--- src/rtl/mem_stage.sv ---
// Memory-access stage: word/byte load/store over a req/ack data port,
// stalls upstream while an access is outstanding, registers results to writeback.
module mem_stage #(
    parameter int unsigned TIMEOUT = 255
) (
    input  logic        clk,
    input  logic        reset,
    input  logic        in_valid,
    input  logic [31:0] alu_result,
    input  logic [31:0] store_data,
    input  logic [4:0]  in_regD,
    input  logic        in_reg_write,
    input  logic        mem_read,
    input  logic        mem_write,
    input  logic        mem_byte,
    output logic        stall,
    output logic        mem_req,
    output logic        mem_we,
    output logic [31:0] mem_addr,
    output logic [31:0] mem_wdata,
    output logic [3:0]  mem_be,
    input  logic        mem_ack,
    input  logic [31:0] mem_rdata,
    output logic        wb_valid,
    output logic [31:0] wb_data,
    output logic [4:0]  wb_regD,
    output logic        wb_reg_write,
    output logic        mem_error
);

    localparam logic [7:0] CNT_LAST = 8'(TIMEOUT - 1);

    typedef enum logic {
        S_IDLE,
        S_WAIT
    } state_t;

    state_t      r_state;
    state_t      w_next;
    logic [7:0]  r_cnt;
    logic        r_load;
    logic        r_byte;
    logic        r_rw;
    logic [1:0]  r_lane;
    logic [4:0]  r_regD;

    logic        w_is_mem;
    logic        w_misalign;
    logic        w_accept;
    logic        w_last;
    logic [7:0]  w_rbyte;

    assign w_is_mem   = in_valid & (mem_read | mem_write);
    assign w_misalign = w_is_mem & ~mem_byte & (alu_result[1:0] != 2'b00);
    assign w_accept   = w_is_mem & ~w_misalign;
    assign w_last     = (r_cnt == CNT_LAST);
    assign w_rbyte    = mem_rdata[{r_lane, 3'b000} +: 8];

    always_ff @(posedge clk or negedge reset) begin
        if (!reset) begin
            r_state <= S_IDLE;
        end else begin
            r_state <= w_next;
        end
    end

    always_comb begin
        w_next = r_state;
        unique case (r_state)
            S_IDLE: if (w_accept) w_next = S_WAIT;
            S_WAIT: if (mem_ack || w_last) w_next = S_IDLE;
            default: w_next = S_IDLE;
        endcase
    end

    // Ack in the final timeout cycle still releases the stall as a normal completion.
    always_comb begin
        stall = 1'b0;
        unique case (r_state)
            S_IDLE: stall = w_accept;
            S_WAIT: stall = ~(mem_ack | w_last);
            default: stall = 1'b0;
        endcase
    end

    always_ff @(posedge clk or negedge reset) begin
        if (!reset) begin
            mem_req      <= 1'b0;
            mem_we       <= 1'b0;
            mem_addr     <= '0;
            mem_wdata    <= '0;
            mem_be       <= '0;
            wb_valid     <= 1'b0;
            wb_data      <= '0;
            wb_regD      <= '0;
            wb_reg_write <= 1'b0;
            mem_error    <= 1'b0;
            r_cnt        <= '0;
            r_load       <= 1'b0;
            r_byte       <= 1'b0;
            r_rw         <= 1'b0;
            r_lane       <= '0;
            r_regD       <= '0;
        end else begin
            wb_valid <= 1'b0;
            unique case (r_state)
                S_IDLE: begin
                    if (in_valid && !w_is_mem) begin
                        wb_valid     <= 1'b1;
                        wb_data      <= alu_result;
                        wb_regD      <= in_regD;
                        wb_reg_write <= in_reg_write;
                    end else if (w_misalign) begin
                        mem_error    <= 1'b1;
                        wb_valid     <= 1'b1;
                        wb_reg_write <= 1'b0;
                    end else if (w_accept) begin
                        mem_req  <= 1'b1;
                        mem_we   <= ~mem_read;
                        mem_addr <= {alu_result[31:2], 2'b00};
                        r_cnt    <= '0;
                        r_load   <= mem_read;
                        r_byte   <= mem_byte;
                        r_rw     <= in_reg_write;
                        r_lane   <= alu_result[1:0];
                        r_regD   <= in_regD;
                        if (mem_byte) begin
                            mem_be    <= 4'b0001 << alu_result[1:0];
                            mem_wdata <= {4{store_data[7:0]}};
                        end else begin
                            mem_be    <= 4'b1111;
                            mem_wdata <= store_data;
                        end
                    end
                end
                S_WAIT: begin
                    if (mem_ack) begin
                        mem_req      <= 1'b0;
                        wb_valid     <= 1'b1;
                        wb_regD      <= r_regD;
                        wb_reg_write <= r_load & r_rw;
                        if (!r_load) begin
                            wb_data <= '0;
                        end else if (r_byte) begin
                            wb_data <= {24'b0, w_rbyte};
                        end else begin
                            wb_data <= mem_rdata;
                        end
                    end else if (w_last) begin
                        mem_req      <= 1'b0;
                        mem_error    <= 1'b1;
                        wb_valid     <= 1'b1;
                        wb_reg_write <= 1'b0;
                    end else begin
                        r_cnt <= r_cnt + 8'd1;
                    end
                end
                default: ;
            endcase
        end
    end

endmodule
--- config.mk ---
export PLATFORM = sky130hd
export DESIGN_NAME = mem_stage
export DESIGN_NICKNAME = d
export VERILOG_FILES = /design/src/rtl/mem_stage.sv
export SDC_FILE = /design/constraint.sdc
export NUM_CORES = 1
export LEC_CHECK = 0
export BUFFER_PORTS_ARGS = -buffer_cell sky130_fd_sc_hd__buf_2
export CAP_MARGIN = 25
export CORE_MARGIN = 2
export CORE_UTILIZATION = 47
export DETAILED_ROUTE_END_ITERATION = 8
export PLACE_DENSITY = 0.81
export REMOVE_ABC_BUFFERS = 1
export SYNTH_ARGS = -nofsm -noshare
export SYNTH_HDL_FRONTEND = slang
export SYNTH_SLANG_ARGS = --single-unit
--- constraint.sdc ---
create_clock -name clk -period 1.8 [get_ports clk]
set_input_delay 0.18 -clock clk [delete_from_list [all_inputs] [get_ports clk]]
set_output_delay 0.18 -clock clk [all_outputs]
set_load 0.005 [all_outputs]
==> results of run 1 <==
==> cell usage after synthesis, types with 2 or more instances <==
master | instances | area, µm²
sky130_fd_sc_hd__a21o_1 | 5 | 37.5
sky130_fd_sc_hd__a21oi_1 | 10 | 50.1
sky130_fd_sc_hd__a221oi_1 | 4 | 35.0
sky130_fd_sc_hd__a221oi_2 | 20 | 300
sky130_fd_sc_hd__a31oi_1 | 2 | 12.5
sky130_fd_sc_hd__and2_1 | 3 | 18.8
sky130_fd_sc_hd__buf_1 | 2 | 7.51
sky130_fd_sc_hd__buf_2 | 11 | 55.1
sky130_fd_sc_hd__buf_4 | 8 | 60.1
sky130_fd_sc_hd__buf_6 | 2 | 22.5
sky130_fd_sc_hd__clkbuf_1 | 19 | 71.3
sky130_fd_sc_hd__dfrtp_1 | 127 | 3180
sky130_fd_sc_hd__ha_1 | 2 | 25.0
sky130_fd_sc_hd__inv_1 | 12 | 45.0
sky130_fd_sc_hd__mux2_2 | 2 | 22.5
sky130_fd_sc_hd__mux2i_1 | 31 | 310
sky130_fd_sc_hd__nand2_1 | 180 | 676
sky130_fd_sc_hd__nand2b_1 | 9 | 56.3
sky130_fd_sc_hd__nand3_1 | 13 | 65.1
sky130_fd_sc_hd__nor2_1 | 63 | 236
sky130_fd_sc_hd__nor2b_1 | 2 | 12.5
sky130_fd_sc_hd__nor3_1 | 4 | 20.0
sky130_fd_sc_hd__nor4bb_1 | 2 | 20.0
sky130_fd_sc_hd__o2111ai_1 | 6 | 52.6
sky130_fd_sc_hd__o211ai_1 | 8 | 60.1
sky130_fd_sc_hd__o21a_1 | 2 | 15.0
sky130_fd_sc_hd__o21ai_0 | 40 | 200
sky130_fd_sc_hd__o21ai_1 | 6 | 30.0
sky130_fd_sc_hd__o221ai_1 | 4 | 35.0
sky130_fd_sc_hd__or2_2 | 2 | 12.5
==> registers in the layout, summed over array words and instances, names as in the netlist, 2 cells and up <==
register	count
wb_data	32
r_regD	5
r_cnt	8
r_lane	2
mem_addr	30
mem_be	4
mem_wdata	32
wb_regD	5
==> per-layer routing <==
metal	GRT usage [%]	vias up	part of all wire [%]
met1	33.7	2810	37
met4	19.0	0	4.8
met5	0	-	0
met2	49.5	376	50
met3	8.37	88	8.3
li1	-	2626	-
==> worst min-delay path, cell delays in order <==
cell and delay, ps:
sky130_fd_sc_hd__buf_2 110, sky130_fd_sc_hd__nand2_1 50, sky130_fd_sc_hd__nand2_1 60
==> cell type report <==
| class | count | area, µm² |
|---|---|---|
| inverter | 12 | 47.5 |
| multi-input combinational | 433 | 2550 |
| clock buffer | 21 | 480 |
| tap | 168 | 210 |
| timing repair buffer | 296 | 1960 |
| antenna | 1 | 2.50 |
| fill | 848 | 3520 |
| clock inverter | 11 | 113 |
| sequential | 127 | 3180 |
==> metrics by stage <==
step | setup TNS [ps] | setup WS [ps] | utilization, %
6_report | -461 | -153 | 70.8
5_1_grt | -1450 | -232 | 70.8
4_1_cts | -171 | -99.9 | 69.6
3_5_place_dp | -27.8 | -18.5 | 59.9
3_3_place_gp | 0 | 67.4 | 59.9
2_1_floorplan | -112290 | -1990 | -
==> power by group <==
group | switching (mW) | internal, mW | leakage (nW)
clock | 1.26 | 2.17 | 0.290
sequential | 0.437 | 3.56 | 1.55
combinational | 1.47 | 1.25 | 2.52
==> final timing paths <==
| check | from | endpoint | slack (ps) | cells after the start |
|---|---|---|---|---|
| hold reg to reg | mem_addr[25]$_DFFE_PN0P_ | mem_addr[25]$_DFFE_PN0P_ | 470 | 2 |
| min in group asynchronous | reset | mem_addr[16]$_DFFE_PN0P_ | 230 | 2 |
| setup / recovery | r_state$_DFF_PN0_ | wb_data[22]$_DFFE_PN0P_ | -150 | 6 |
| hold / removal | alu_result[20] | mem_addr[20]$_DFFE_PN0P_ | 20 | 3 |
| max in group asynchronous | reset | wb_data[12]$_DFFE_PN0P_ | 940 | 3 |
| setup reg to reg | r_state$_DFF_PN0_ | wb_data[22]$_DFFE_PN0P_ | -150 | 6 |
==> logic make-up after synthesis <==
family | Yosys count
AO/OA/AOI/OAI | 112
other | 1
multiplexers | 33
AND/OR/NAND/NOR | 284
flip-flops | 127
buffers and inverters | 54
adder cells (fa/ha/maj) | 2
==> what timing repair did <==
| action | 4_1_cts | 5_1_grt |
|---|---|---|
| cloned | 2 | 2 |
| resized for setup | 19 | 11 |
| hold buffers | 41 | 0 |
| endpoints found under the hold margin | 63 | 0 |
| pin swaps | 4 | 4 |
| endpoints found under the setup margin | 6 | 32 |
| buffers inserted | 6 | 2 |
==> run summary, run 1 <==
The first-pass GRT wire length came out at 30300 µm. The detailed-route via count came out at 5900. In this run the tightest slew margin relative to its limit is 59.6%.

The fraction of the mapped netlist area in adder cells was 0.428%; the xor and xnor area share after synthesis was 0%. The synthesized design contains 0 enable-type register cells. Average footprint of a synthesized cell: 9.53 µm².

In this run the tool buffered the top-level ports with 217 buffer cells. The number of buffers between clock root and the deepest sink was 2. The tools report the total of max-cap violations as 0. The worst setup path is of the reg2reg kind.

The run finished, with violations left. The run gives 4.28 ps as the clock skew after layout. Post-synthesis cell type count: 42. The final number of hold-violating endpoints is 0, and the required time at the endpoint of the critical path is 2090 ps.

Summed over all cells, the static leakage comes to 4.36 nW. In the layout the commonest cells are sky130_fd_sc_hd__buf_2 (215), sky130_fd_sc_hd__nand2_1 (179), sky130_fd_sc_hd__dfrtp_1 (127). The clock root buffer is sky130_fd_sc_hd__clkbuf_16. Summing the areas of all compound-gate instances in the mapped netlist gives 15.0% of the synthesized area. Most common flop cell mapped by yosys: sky130_fd_sc_hd__dfrtp_1. After layout, the design draws a total of 10.1 mW. The most common cell after layout, fill and taps aside is sky130_fd_sc_hd__buf_2. The number of antenna violations at the first check in global routing is 1.

For the number of global-route vias before repair, the log shows 6073. For this run, the register share of the synthesized area comes to 54.4%. The cell area after placement was 7230 µm²; the final cycle utilization of the critical path was 108%. Setup violations remaining at the end of the flow were counted as 15.

The smallest setup slack after layout came out at -153 ps. At the worst endpoint, the arrival time is 2240 ps. For the clock insertion delay at the later pin of the skew report, the log shows 410 ps.

The checks that failed: negative setup slack. Setup repair after global routing could not meet its margin everywhere. The path class of the tightest hold or removal check is in2reg.

Post-route antenna net violation count: 0. The maximum fanout along the worst path is 6, and the share of post-route cells with drive strength above 1 is 36.4%. Of the total synthesized cell area, the portion taken by AND, OR, NAND and NOR gates is 20.0%.

The height of the die is 115 µm, and the number of buffers added by the clock tree synthesis step is 17. The number of nets in the finished design came out at 998. For this design, the slowest cell found on the critical path is sky130_fd_sc_hd__or4b_4. The logs give 737 for the iteration-0 DRC count of the detailed router and 40 for the floorplan row count. For this design the top-level I/O count stands at 220. In the synthesized netlist, mux cells make up 5.70% of the area. The number of instances in the synthesized netlist came out at 613. From left edge to right edge, the die measures 115 µm.

Grouping stages by cell kind, the critical path spends the most delay in simple AND/OR/NAND/NOR gates. Cell area power density: 1190 nW/µm². The CTS sink count was 127.

The critical path's largest stage delay was 520 ps. The final-report max-slew violation count is 0, and the final routed wire length divided by cell count is 18.8 µm. Sort of element at the start of the critical path: a register.

Entering global routing, the biggest net connects 67 pins. The depth of the CTS H-tree came out at 4. Global routing used 29.8% of the available tracks across all layers. In this run, placement finished with an instance count of 984.

The congestion estimate from routability-driven global placement came to 0.821. After synthesis, the largest family of logic cells by area is simple AND/OR/NAND/NOR gates. The tools report the synthesized area as 5840 µm².

The flip-flop and latch count after synthesis is 127. Area added between synthesis and finish: 46.3%. TritonCTS built the clock tree. Global routing finished with a remaining overflow of 0. The area enclosed by the die boundary was 13300 µm²; the vias per cell was 5.52. The post-CTS clock slew at the launch and capture registers of the worst setup and hold paths was 60 ps.

The worst-case IR drop observed on VDD is 0.000576 V. The count of buffer and inverter cells on the critical path came out at 2. The number of warnings printed during yosys synthesis is 0. After legalization and detailed placement, the total HPWL measured 11700 µm. The starting density of the core was 48.4%.

The critical path goes through buf_6, or4b_4, and2_4, clkbuf_16, a221oi_2, nor2_1. The minimum clock period after layout is 1950 ps, and the area of the core is 12100 µm². Based on the critical path, the design can be clocked at up to 512 MHz. For this run, the detailed router's first-pass iteration total came to 5.

The slew at the pin closest to its max-slew limit was 607 ps; the post-synthesis async set-or-reset flop share was 100%. The final non-filler cell total came out at 1069. With fillers left out, the area of the finished cells amounts to 8540 µm².

In the routed design, unresolved DRC markers number 0. Wires add up to 20100 µm. Across all hold checks on the routed design, the worst slack comes to 19.0 ps. Endpoint kind of the worst setup timing path: a register.
Power figures use the tool's default switching activity.
==> run 2, diff against run 1 <==
ABC_AREA = 1   (was unset)
clock period = 2.05 ns   (was 1.8 ns; I/O delays follow)
==> run summary, run 2 <==
For the first-pass GRT wire length, the log shows 27500 µm (-9.0%). The flow ran to the end, and the final reports show no timing, DRC or antenna violations. The cell area after placement is 7160 µm² (-0.90%), and the total half-perimeter wirelength after legalization and detailed placement is 12200 µm (+4.6%). The overall routed net length is 17100 µm (-15%), and the final-report max-slew violation count is 0 (unchanged).

Maximum vdd drop: 0.000619 V (+7.4%). Slew at the pin closest to its max-slew limit: 544 ps (-63.1 ps). DRC violation count after routing: 0 (unchanged). The starting density of the core was 48.6% (+0.15 points). The most common cell after layout, fill and taps aside is sky130_fd_sc_hd__nand2_1. The routed design could run at a clock period as short as 1850 ps. Based on the critical path, the design can be clocked at up to 540 MHz.

Clock insertion delay at the later pin of the skew report: 420 ps (about the same). The synthesized design spends more area on one cell type than any other, namely sky130_fd_sc_hd__dfrtp_1. The worst setup path is captured at an output port. The critical path's largest stage delay was 390 ps (-130 ps); the share of post-route cells with drive strength above 1 was 27.9% (-8.5 points). The count of flip-flops with a built-in enable after synthesis is 0 (unchanged). In the post-synthesis netlist, the biggest area contributors are sky130_fd_sc_hd__dfrtp_1 (54%), sky130_fd_sc_hd__nand2_1 (23%), sky130_fd_sc_hd__nand3_1 (3.8%).

The flip-flop and latch count after synthesis came out at 127 (unchanged). The number of nets in the finished design is 1096 (+9.8%), and the placer congestion estimate is 0.821 (about the same). The tools report the CTS sink count as 127 (unchanged).

For the detailed-route via count, the log shows 5826 (-1.3%). The first-pass iteration count of the detailed router came out at 5 (unchanged). The largest net degree at the start of global routing was 73 (+9.0%); the maximum fanout along the worst path was 7 (+1). Required time at the endpoint of the critical path: 1850 ps (-240 ps). In the post-synthesis netlist, the cell with the most instances is sky130_fd_sc_hd__nand2_1.

The run gives 27 (-36%) as the post-synthesis cell type count. The type of the worst min-delay path was in2reg. The number of instances in the synthesized netlist was 751 (+23%). The number of global-route vias before repair was 5604 (-7.7%). Traced cell by cell, the critical path runs through inv_1, ha_1, nand2_1, nor2_2, nand2_2, nand3_4, nand2_1, buf_2. The number of buffers added by the clock tree synthesis step is 17 (unchanged). Clock tree synthesis selected as its root buffer the cell sky130_fd_sc_hd__clkbuf_16. The sequential element share of the synthesized area is 53.8% (-0.61 points). TritonCTS built the clock tree. For the floorplan row count, the log shows 40 (unchanged). The library cells used most frequently in the layout, excluding fill and tap cells, are sky130_fd_sc_hd__nand2_1 (359), sky130_fd_sc_hd__buf_2 (216), sky130_fd_sc_hd__dfrtp_1 (127). Counting instances in the post-synthesis netlist gives the leading cell types as sky130_fd_sc_hd__nand2_1 (360), sky130_fd_sc_hd__dfrtp_1 (127), sky130_fd_sc_hd__nor2_1 (46), sky130_fd_sc_hd__nand3_1 (45), sky130_fd_sc_hd__inv_1 (30). The antenna diode instance count came out at 0 (-1). The largest registers in the layout are mem_wdata: 32 flops, wb_data: 32 flops, mem_addr: 30 flops.

The height of the die is 116 µm (+0.55%), and the depth of the CTS H-tree is 4 (unchanged). The vias per cell works out to 5.01 (-9.3%). The run gives 5910 µm² (+1.1%) as the synthesized area. The leakage power was 4.36 nW (+0.12%). Worst setup path category: reg2out.

The run gives 13500 µm² (+1.1%) as the area enclosed by the die boundary. In this design, the critical path's most frequently occurring cell is sky130_fd_sc_hd__nand2_1. The logs give 0 (unchanged) for the number of warnings printed during yosys synthesis and 1650 ps (-590 ps) for the worst endpoint data arrival time.

The cell area power density came out at 1430 nW/µm² (+21%). For the post-route antenna net violation count, the log shows 0 (unchanged). The run gives 0 (unchanged) as the total of max-cap violations. The number of input and output port buffers inserted was 217 (unchanged); the overflow left after global routing was 0 (unchanged).

The final cycle utilization of the critical path came out at 90.3%. The iteration-0 DRC count of the detailed router was 461 (-37%); the number of antenna violations at the first check in global routing was 0 (-1). Post-synthesis async set-or-reset flop share: 100% (unchanged). The tools report the number of buffers between clock root and the deepest sink as 2 (unchanged). The most used flip-flop cell after synthesis is sky130_fd_sc_hd__dfrtp_1.

The post-CTS clock slew at the launch and capture registers of the worst setup and hold paths was 50 ps (about the same). The tools report the post-route standard cell area excluding fillers as 7920 µm² (-7.4%). For the final number of hold-violating endpoints, the log shows 0 (unchanged). The clock skew after layout came out at 12.4 ps (+8.11 ps). The area of the core was 12200 µm² (+0.83%). Among all stages on the critical path, the largest delay is contributed by sky130_fd_sc_hd__dfrtp_1.

The final routed wire length divided by cell count came out at 14.7 µm (-22%). The fraction of synthesized cell area taken by the top area cell type was 53.8% (-0.61 points); the overall track demand over capacity in global routing was 26.6% (-3.1 points). For the total power, the log shows 11.3 mW (+12%).

The worst setup path is launched from a register. The final setup violation count was 0 (-15). The number of ports placed on the die boundary is 220 (unchanged), and the average footprint of a synthesized cell is 7.87 µm² (-17%). The die width is 116 µm (+0.55%). Setup repair after global routing left no endpoint under its margin.

The area added between synthesis and finish is 34.0%, and the relative max-transition margin is 63.5% (+4.0 points).
run 2: changes by cell type after synthesis, sizes merged, moves of 18 or more:
cell    previous run  this run
o21ai             46        28
a31oi              2        28
inv               12        34
mux2i             31         0
nand2            180       363
a221oi            24         0
nand3             13        48
run 2: report_power, final:
part / switching [mW] / internal (mW) / leakage (nW) / total (mW)
Combinational: 2.35 / 1.80 / 2.54 / 4.15
Clock: 1.04 / 1.73 / 0.275 / 2.77
Sequential: 0.714 / 3.71 / 1.55 / 4.42
run 2: worst paths after layout:
kind	to	depth (start not counted)	slack (ps)	start
setup / recovery	stall	8	200	r_cnt[0]$_DFFE_PN0P_
hold / removal	mem_addr[16]$_DFFE_PN0P_	3	10	alu_result[16]
setup reg to reg	wb_data[9]$_DFFE_PN0P_	6	520	r_state$_DFF_PN0_
hold reg to reg	mem_addr[22]$_DFFE_PN0P_	2	470	mem_addr[22]$_DFFE_PN0P_
max in group asynchronous	mem_wdata[25]$_DFFE_PN0P_	3	1110	reset
min in group asynchronous	wb_regD[1]$_DFFE_PN0P_	2	290	reset
run 2: layout make-up:
type | count | area, µm²
fill | 1059 | 4250
sequential | 127 | 3180
multi-input combinational | 550 | 2370
timing repair buffer | 253 | 1480
clock buffer | 22 | 474
tap | 168 | 210
inverter | 36 | 135
clock inverter | 8 | 65.1
run 2: metal layers:
layer / global-route usage [%] / vias up / wire length, µm
met5: 0 / - / 0
met4: 9.68 / 0 / 433
met3: 7.99 / 40 / 1430
met2: 43.8 / 256 / 8100
met1: 33.5 / 2684 / 7150
li1: - / 2846 / -
run 2: cell families (layout without fill, tap and decap cells):
kind of cell / count (synthesis) / after routing / share of synthesized area, %
compound gates: 80 / 80 / 7.52
xor+xnor: 4 / 4 / 0.593
fa+ha+maj: 2 / 2 / 0.424
buf+inv: 75 / 319 / 6.48
flops: 127 / 127 / 53.8
other cells: 1 / 2 / 0.0635
simple gates: 462 / 462 / 31.1
run 2: worst max-delay path: cells and delay by family (launching register included):
family / cells / cell delay (ps)
adder cells (fa/ha/maj): 1 / 140
buffers and inverters: 2 / 240
flip-flops: 1 / 390
AND/OR/NAND/NOR: 5 / 440
run 2: through the flow:
step                setup WS, ps  hold slack (ps)  util, %  TNS (ps)  cells
finish                       200             14.1     65.1         0   1164
global placement             527              162     58.9         0   1113
floorplan                  -1110            -90.6        -    -80350    713
CTS                         8.41            0.753     64.8         0   1161
detailed placement           465              159     58.9         0   1113
global route                27.2             3.41     65.1         0   1164
run 2: what timing repair did:
| action | 4_1_cts | 5_1_grt |
|---|---|---|
| resized for setup | 0 | 3 |
| hold buffers | 18 | 0 |
| setup buffers | 0 | 3 |
| endpoints found under the hold margin | 61 | 0 |
| setup endpoints to repair | 0 | 1 |
